### src/rtl/audio_pkg.sv
// Shared audio-path constants and the framer FSM state encoding.
// Latency: n/a (declarations only).
// Backpressure: n/a (declarations only).
package audio_pkg;

  // Samples per frame; equals the FFT processor input count.
  localparam int AUDIO_N     = 16;
  // Unsigned ADC sample width.
  localparam int AUDIO_ADC_W = 12;
  // Signed sample width used downstream of the framer.
  localparam int AUDIO_W     = 16;

  // FILL: read bank empty; PEND: read bank full, write bank filling;
  // STALL: both banks full, input held off.
  typedef enum logic [1:0] {
    FILL  = 2'd0,
    PEND  = 2'd1,
    STALL = 2'd2
  } framer_state_t;

endpackage

### src/rtl/sample_framer_if.sv
// Sample-in / frame-out handshake bundle for the sample framer.
// Latency: n/a (wiring only).
// Backpressure: in_ready throttles the ADC side, frame_ready throttles the frame side.
interface sample_framer_if #(
  parameter int N     = audio_pkg::AUDIO_N,
  parameter int ADC_W = audio_pkg::AUDIO_ADC_W,
  parameter int W     = audio_pkg::AUDIO_W
) ();

  logic [ADC_W-1:0] in_data;
  logic             in_valid;
  logic             in_ready;
  logic [N*W-1:0]   frame_data;
  logic             frame_valid;
  logic             frame_ready;
  logic [7:0]       frame_count;

  // Environment side: produces samples, consumes frames.
  modport master (
    output in_data, in_valid, frame_ready,
    input  in_ready, frame_data, frame_valid, frame_count
  );

  // Framer side: consumes samples, produces frames.
  modport slave (
    input  in_data, in_valid, frame_ready,
    output in_ready, frame_data, frame_valid, frame_count
  );

endinterface

### src/rtl/sample_bank.sv
// N x W sample register bank with one write port and a flattened read bus.
// Latency: write visible on o_rdata the cycle after i_we.
// Backpressure: none; the owner gates i_we.
module sample_bank #(
  parameter int N  = audio_pkg::AUDIO_N,
  parameter int W  = audio_pkg::AUDIO_W,
  parameter int AW = (N > 1) ? $clog2(N) : 1
) (
  input  logic           clk,
  input  logic           i_we,
  input  logic [AW-1:0]  i_waddr,
  input  logic [W-1:0]   i_wdata,
  output logic [N*W-1:0] o_rdata
);

  logic [W-1:0] r_mem [N];

  // Sample storage; contents are don't-care after reset, so no reset here.
  always_ff @(posedge clk) begin
    if (i_we) begin
      r_mem[i_waddr] <= i_wdata;
    end
  end

  for (genvar g = 0; g < N; g++) begin : g_rd
    assign o_rdata[g*W +: W] = r_mem[g];
  end

endmodule

### src/rtl/sample_framer.sv
// Packs N converted ADC samples into ping-pong frames for the FFT processor.
// Latency: frame_valid rises 1 cycle after the Nth sample is accepted.
// Backpressure: in_ready drops (registered) only when both banks hold full frames.
module sample_framer #(
  parameter int N     = audio_pkg::AUDIO_N,
  parameter int ADC_W = audio_pkg::AUDIO_ADC_W,
  parameter int W     = audio_pkg::AUDIO_W
) (
  input  logic           clk,
  input  logic           rst,
  sample_framer_if.slave bus
);

  import audio_pkg::*;

  localparam int PW = (N > 1) ? $clog2(N) : 1;

  framer_state_t   r_state;
  framer_state_t   w_state_nxt;
  logic [PW-1:0]   r_wptr;
  logic            r_bsel;        // bank currently being written
  logic            r_in_ready;
  logic            r_frame_valid;
  logic [7:0]      r_count;

  logic            w_in_xfer;
  logic            w_out_xfer;
  logic            w_last;
  logic            w_swap;
  logic [ADC_W-1:0] w_off;
  logic [W-1:0]    w_samp;
  logic [N*W-1:0]  w_bank0_rd;
  logic [N*W-1:0]  w_bank1_rd;

  assign w_in_xfer  = bus.in_valid & r_in_ready;
  assign w_out_xfer = r_frame_valid & bus.frame_ready;
  assign w_last     = w_in_xfer && (r_wptr == PW'(N - 1));

  // Offset-binary to two's complement is an MSB flip; then sign-extend and left-justify.
  assign w_off  = {~bus.in_data[ADC_W-1], bus.in_data[ADC_W-2:0]};
  assign w_samp = W'($signed(w_off)) << (W - ADC_W);

  // Next-state and bank-swap decision from the two handshakes.
  always_comb begin
    w_state_nxt = r_state;
    w_swap      = 1'b0;
    case (r_state)
      FILL: begin
        if (w_last) begin
          w_state_nxt = PEND;
          w_swap      = 1'b1;
        end
      end
      PEND: begin
        if (w_out_xfer && w_last) begin
          w_swap = 1'b1;
        end else if (w_out_xfer) begin
          w_state_nxt = FILL;
        end else if (w_last) begin
          w_state_nxt = STALL;
        end
      end
      STALL: begin
        if (w_out_xfer) begin
          w_state_nxt = PEND;
          w_swap      = 1'b1;
        end
      end
      default: begin
        w_state_nxt = FILL;
      end
    endcase
  end

  // State, bank select and the registered handshake outputs derived from next state.
  always_ff @(posedge clk or posedge rst) begin
    if (rst) begin
      r_state       <= FILL;
      r_bsel        <= 1'b0;
      r_in_ready    <= 1'b0;
      r_frame_valid <= 1'b0;
    end else begin
      r_state       <= w_state_nxt;
      r_bsel        <= r_bsel ^ w_swap;
      r_in_ready    <= (w_state_nxt != STALL);
      r_frame_valid <= (w_state_nxt != FILL);
    end
  end

  // Write pointer walks 0..N-1 in acceptance order and wraps on the last sample.
  always_ff @(posedge clk or posedge rst) begin
    if (rst) begin
      r_wptr <= '0;
    end else if (w_in_xfer) begin
      r_wptr <= w_last ? '0 : r_wptr + PW'(1);
    end
  end

  // Delivered-frame counter, free-running modulo 256.
  always_ff @(posedge clk or posedge rst) begin
    if (rst) begin
      r_count <= 8'd0;
    end else if (w_out_xfer) begin
      r_count <= r_count + 8'd1;
    end
  end

  sample_bank #(.N(N), .W(W)) u_bank0 (
    .clk     (clk),
    .i_we    (w_in_xfer & ~r_bsel),
    .i_waddr (r_wptr),
    .i_wdata (w_samp),
    .o_rdata (w_bank0_rd)
  );

  sample_bank #(.N(N), .W(W)) u_bank1 (
    .clk     (clk),
    .i_we    (w_in_xfer & r_bsel),
    .i_waddr (r_wptr),
    .i_wdata (w_samp),
    .o_rdata (w_bank1_rd)
  );

  // The read bank is always the one not being written.
  assign bus.frame_data  = r_bsel ? w_bank0_rd : w_bank1_rd;
  assign bus.frame_valid = r_frame_valid;
  assign bus.in_ready    = r_in_ready;
  assign bus.frame_count = r_count;

endmodule

### src/flat_wrapper.sv
// flat-port wrapper written by rule: the top's interface ports become plain ports
module sample_framer_flat import audio_pkg::*;
#(
  parameter int N     = audio_pkg::AUDIO_N,
  parameter int ADC_W = audio_pkg::AUDIO_ADC_W,
  parameter int W     = audio_pkg::AUDIO_W
)
  (clk, rst, bus_in_data, bus_in_valid, bus_frame_ready, bus_in_ready, bus_frame_data, bus_frame_valid, bus_frame_count);
  sample_framer_if #(.N(N), .ADC_W(ADC_W), .W(W)) bus_i ();
  input  logic clk;
  input  logic rst;
  input wire logic [$bits(bus_i.in_data)-1:0] bus_in_data;
  input wire logic [$bits(bus_i.in_valid)-1:0] bus_in_valid;
  input wire logic [$bits(bus_i.frame_ready)-1:0] bus_frame_ready;
  output wire logic [$bits(bus_i.in_ready)-1:0] bus_in_ready;
  output wire logic [$bits(bus_i.frame_data)-1:0] bus_frame_data;
  output wire logic [$bits(bus_i.frame_valid)-1:0] bus_frame_valid;
  output wire logic [$bits(bus_i.frame_count)-1:0] bus_frame_count;
  assign bus_i.in_data = bus_in_data;
  assign bus_i.in_valid = bus_in_valid;
  assign bus_i.frame_ready = bus_frame_ready;
  assign bus_in_ready = bus_i.in_ready;
  assign bus_frame_data = bus_i.frame_data;
  assign bus_frame_valid = bus_i.frame_valid;
  assign bus_frame_count = bus_i.frame_count;
  sample_framer #(.N(N), .ADC_W(ADC_W), .W(W)) u_core (.clk(clk), .rst(rst), .bus(bus_i));
endmodule
### config.mk
export PLATFORM = sky130hd
export DESIGN_NAME = sample_framer_flat
export DESIGN_NICKNAME = d
export VERILOG_FILES = /design/src/rtl/audio_pkg.sv /design/src/rtl/sample_framer_if.sv /design/src/rtl/sample_bank.sv /design/src/rtl/sample_framer.sv /design/src/flat_wrapper.sv
export SDC_FILE = /design/constraint.sdc
export NUM_CORES = 1
export LEC_CHECK = 0
export ABC_AREA = 1
export ABC_CLOCK_PERIOD_IN_PS = 2000
export CAP_MARGIN = 20
export CORE_UTILIZATION = 49
export CTS_BUF_LIST = sky130_fd_sc_hd__clkbuf_8
export DETAILED_ROUTE_END_ITERATION = 8
export GPL_TIMING_DRIVEN = 1
export MAX_ROUTING_LAYER = met4
export PLACE_DENSITY = 0.78
export REMOVE_ABC_BUFFERS = 1
export SYNTH_ARGS = -nofsm -noshare
export SYNTH_HDL_FRONTEND = slang
export SYNTH_SLANG_ARGS = --single-unit
### constraint.sdc
create_clock -name clk -period 2 [get_ports clk]
set_input_delay 0.4 -clock clk [delete_from_list [all_inputs] [get_ports clk]]
set_output_delay 0.4 -clock clk [all_outputs]
set_load 0.01 [all_outputs]
Yosys cells after proc, flatten, opt, wreduce, memory -nomap -nowiden
Memories as Yosys holds them, arrays and structs flattened.
Cells that the tools add are included.
{"block": "word_totals", "out_inout_bits": 266, "register_bits": 17, "mem_count": 2, "wordCells": 41, "mem_bits_rw": 384, "input_bits": 16}
{"block": "op_classes", "bitwise_logic": 7, "eq_ne": 4, "n_addsub": 2, "n_reduce_logical": 4, "muxes": 16}
{"name": "u_core.u_bank0.r_mem", "words": 16, "word_bits": 12, "read_ports": 16, "rd_clocked_by_memory_dff": 0, "wr": 1, "line_no": "sample_bank.sv:16", "source": "logic [W-1:0] r_mem [N];"}
{"name": "u_core.u_bank1.r_mem", "words": 16, "word_bits": 12, "read_ports": 16, "rd_clocked_by_memory_dff": 0, "wr": 1, "line_no": "sample_bank.sv:16"}
{"operator": "256-bit two-way mux", "n": 1}
{"operator": "2-bit two-way mux", "n": 5}
{"operator": "8-bit by 1-bit adder with 8-bit output, second input constant", "n": 1}
{"operator": "1-bit two-way mux", "n": 7}
{"operator": "2-bit case mux with 3 select lines", "n": 1}
{"operator": "4-bit by 1-bit adder with 4-bit output, second input constant", "n": 1}
{"operator": "1-bit AND", "n": 4}
{"operator": "4-bit equality test, second input constant", "n": 1}
{"operator": "4-bit two-way mux", "n": 1}
{"operator": "1-bit case mux with 3 select lines", "n": 1}
{"operator": "2-bit by 1-bit equality test with 1-bit output, second input constant", "n": 1}
{"operator": "2-bit equality test, second input constant", "n": 1}
{"operator": "1-bit logical AND", "n": 2}
{"operator": "2-bit zero test", "n": 1}
{"operator": "2-bit != test, second input constant", "n": 1}
{"operator": "1-bit inverter", "n": 2}
{"operator": "2-bit nonzero test", "n": 1}
{"operator": "1-bit XOR", "n": 1}

Longest topological paths before layout
{"block": "depth", "ltp_word": 7, "ltp_mapped": 8, "mapped_depth_nobuf": 8}

By module
Synthesis repeated with hierarchy kept, for this count alone.
{"block": "hier_totals", "cells_unflattened": 1493, "hier_area_um2": 19741.4}
{"module": "sample_bank", "cells_per_inst": 285, "area_each_um2": 7800.0, "n_inst": 2}
{"module": "sample_framer", "cells_per_inst": 923, "area_each_um2": 4141.5, "n_inst": 1}

Worst setup path before layout
OpenSTA, ideal clock, no wires.
{"block": "synth_path", "kind": "flip-flop to flip-flop", "startpoint": "register u_core.r_wptr[0]", "endpoint": "memory u_core.u_bank0.r_mem[12][0] (netlist bit) (enable)", "stages_incl_launch_ff": 5, "path_slack_ns": -0.065, "required_time_ns": 1.604, "synth_period_minus_slack_ns": 2.065, "arrival_ns": 1.669, "path_buffers": 0, "path_cell_list": "dfrtp_1 -> inv_1 -> ha_1 -> inv_1 -> nor3_1"}
{"item": "start, declared", "line_no": "sample_framer.sv:20", "source": "logic [PW-1:0] r_wptr;"}
{"item": "start signal, assigned", "line_no": "sample_framer.sv:95", "source": "r_wptr <= w_last ? '0 : r_wptr + PW'(1);"}
{"item": "end, declared", "line_no": "sample_bank.sv:16"}
No word-level cell before the write port.

Final worst setup path
{"block": "layout_path", "startpoint": "register u_core.r_bsel", "endpoint": "output port bus_frame_data[170]"}
{"block": "layout_between", "elab_chain_cells": 1}
{"item": "start, declared", "line_no": "sample_framer.sv:21", "source": "logic r_bsel;"}
{"item": "start signal, assigned", "line_no": "sample_framer.sv:84", "source": "r_bsel <= r_bsel ^ w_swap;"}
{"item": "256-bit two-way mux", "line_no": "sample_framer.sv:125", "source": "assign bus.frame_data = r_bsel ? w_bank0_rd : w_bank1_rd;"}
{"item": "end, declared", "line_no": "flat_wrapper.sv:16", "source": "output wire logic [$bits(bus_i.frame_data)-1:0] bus_frame_data;"}
Every way passes these cells.

==> results.md <==
* Status: finished with violations
* Violated checks: setup timing
* Average routed wire per standard cell at slightly above 20 um
* # DRC at 0
* Synth Cell Area at 15,600 um^2
* Final Instance Count excl. Fillers at 2,023
* IO buf count at 217
* CTS tree: done
* Tcrit/Tclk final at 116%
* Total track usage at 22.5%
* Final Hold Viols at 0
* Die Wd at 180 um
* Die height at 180 um
* CTS root buf: clkbuf_8
* IO Count at 282
* Slew Limit Fails at 0
* Initial antenna violation count at 0
* Grt ovf at 0
* Top cell type by total area after synthesis: edfxtp_1
* RR Endpoint: u_core.u_bank0.r_mem[2][1]
* Hold Path Class: in2async
* Setup crit end kind: primary output
* Leak at roughly 8.8 nW
* P&R area growth vs syn at 32.2%
* Longest Clk Path Bufs at 3
* Critical path data required time at around 1600 ps
* Antenna cells at 0
* Share of the synthesized area in the top cell type at 73.9%
* Synth Instances at 1,220
* Setup violations, final at around 200
* Main area contributors after synthesis: edfxtp_1 (74%), nand2_1 (14%), buf_4 (3.5%)
* Post-Route WL at roughly 41 mm
* Row count at 64
* Slew HR at 49.8%
* Max_cap viols at 0
* Cells on worst reg2reg path at 8
* Worst-Skew Late Latency at 590 ps
* Layout Skew at ~24 ps
* TritonCTS buffer count at 59
* Yosys warnings at 0
* CP arrival at 1920 ps
* FF-to-FF Start: u_core.r_bsel
* Post-layout nets at approximately 1,600
* Post-synth cell types at 24
* First-pass GRT wire length at approximately 54 mm
* DR pass1 iterations at 5
* Final WS setup at -325 ps
* Largest net degree at the start of global routing at ~50
* Pwr per Cell Area at 1220 nW/um^2
* Avg Cell Area, Syn at 12.8 um^2
* Slew at the pin with the worst max-slew slack at 753 ps
* Post-place setup slack at -62.0 ps
* Initial Util at between 50% and 60%
* FMAX at 0.430 GHz
* Ratio of cells with drive above 1 in the final layout at 32.7%
* Core Box Area at about 31,000 um^2
* Clock transition at path regs at about 70 ps
* Crit path max fanout at 7
* Most frequent cells in the layout: nand2_1 (486), edfxtp_1 (384), clkbuf_2 (91)
* Via count at 10,300
* Crit Path Class: reg2out
* Routed Antenna Nets at 0
* RSZ-0062 raised after global routing: true
* Placed insts at 1,857
* Via density at a little over 5
* Max VDD drop at ~0.00073 V
* DP Wirelength at 20.8 mm
* Crit path launch type: register
* Die Area at 32,600 um^2
* Final min period at 2320 ps
* Vias in the first global route at 9,339
* Worst reg2reg setup slack at -10 ps
* Sequential area share after synthesis at 76.6%
* Register bit total from synthesis at 401
* TritonCTS Sinks at roughly 400
* H-tree Lvls at 2
* Routability cong. at 0.767
* Commonest non-fill, non-tap cell in the layout: nand2_1
* DR iter-0 viols at 1,009
-- what timing repair did --
item / 4_1_cts / 5_1_grt
gates cloned: 3 / 36
setup endpoints to repair: 220 / 350
resized for setup: 160 / 656
buffers inserted: 1 / 25
pin swaps: 0 / 28
hold buffers: 0 / 0
-- cell type report --
class | count | area, um^2
Timing Repair Buffer | 351 | 3410
Clock buffer | 64 | 881
Timing Repair inverter | 1 | 16.3
Tap cell | 396 | 495
Inverter | 23 | 98.8
Fill cell | 2191 | 10400
Sequential cell | 401 | 12000
Multi-Input combinational cell | 747 | 3560
Clock inverter | 40 | 194
-- worst max-delay path: stages (launching register included) --
cell     delay, ps
dfrtp_4        590
buf_8          170
buf_6          120
buf_6          110
buf_6          100
nand2_2         50
nand2_2         70
buf_6          120
-- metal layers --
metal / wire [um] / up-vias / GRT usage, %
met3: 2810 / 65 / 3.60
li1: - / 4681 / -
met1: 16200 / 5050 / 28.1
met2: 21200 / 543 / 38.1
met4: 779 / 0 / 6.50
met5: 0 / - / -
-- cell usage after synthesis --
cell type  instances
buf_2             21
nor3_1             6
nor2_4             1
nand4_1            5
nand3_1           15
nand2_1          602
inv_1             21
nor2_2             1
ha_1               5
nor2_1            33
buf_4             73
nand2_2            3
dfrtp_1           17
edfxtp_1         384
xor2_1             3
inv_2              1
nand2_4            3
o21ai_0            3
nand3_2            1
inv_4              1
buf_6             15
xnor2_1            2
clkbuf_1           3
conb_1             1
-- flip-flops by register name, indices dropped and copies added (netlist names) --
signal                  cells
u_core.r_wptr               4
u_core.bus.frame_valid      1
u_core.r_bsel               1
u_core.u_bank0.r_mem      192
u_core.r_state              2
u_core.bus.in_ready         1
u_core.u_bank1.r_mem      192
u_core.bus.frame_count      8
-- stage by stage --
| step | hold WS [ps] | total power [mW] | area [um^2] | setup TNS (ps) | util [%] |
|---|---|---|---|---|---|
| finish | 116 | 25.2 | 20600 | -47510 | 66.5 |
| global route | 130 | 26.2 | 20600 | -64740 | 66.5 |
| CTS | 72.5 | 23.6 | 19600 | -107930 | 63.3 |
| detailed placement | 506 | 17.4 | 18400 | -1010 | 59.5 |
| global placement | 516 | 17.3 | 18400 | -316 | 59.5 |
| floorplan | 326 | 12.8 | 15000 | -2068430 | - |
-- power by group --
group / internal (mW) / total, mW / switching [mW]
combinational: 4.01 / 9.08 / 5.07
sequential: 9.71 / 10.0 / 0.299
clock: 3.06 / 6.08 / 3.02
total: 16.8 / 25.2 / 8.39
-- cells by family after synthesis --
| family | synth area share, % |
|---|---|
| AO/OA/AOI/OAI | 0.0962 |
| buffers and inverters | 5.91 |
| XOR/XNOR | 0.281 |
| adder cells (fa/ha/maj) | 0.401 |
| AND/OR/NAND/NOR | 16.7 |
| other | 0.0240 |
| flip-flops | 76.6 |
-- how the worst max path moves through the flow --
stage                   from                     endpoint  slack, ps  cells past startpoint
2_1_floorplan  u_core.r_bsel  u_core.u_bank1.r_mem[15][0]      -4100                      2
3_3_place_gp   u_core.r_bsel           bus_frame_data[88]        -40                      5
3_5_place_dp   u_core.r_bsel           bus_frame_data[88]        -60                      5
4_1_cts        u_core.r_bsel          bus_frame_data[244]       -700                      5
5_1_grt        u_core.r_bsel           bus_frame_data[92]       -400                      6
6_report       u_core.r_bsel          bus_frame_data[170]       -320                      7
(Power assumes the default switching activity.)
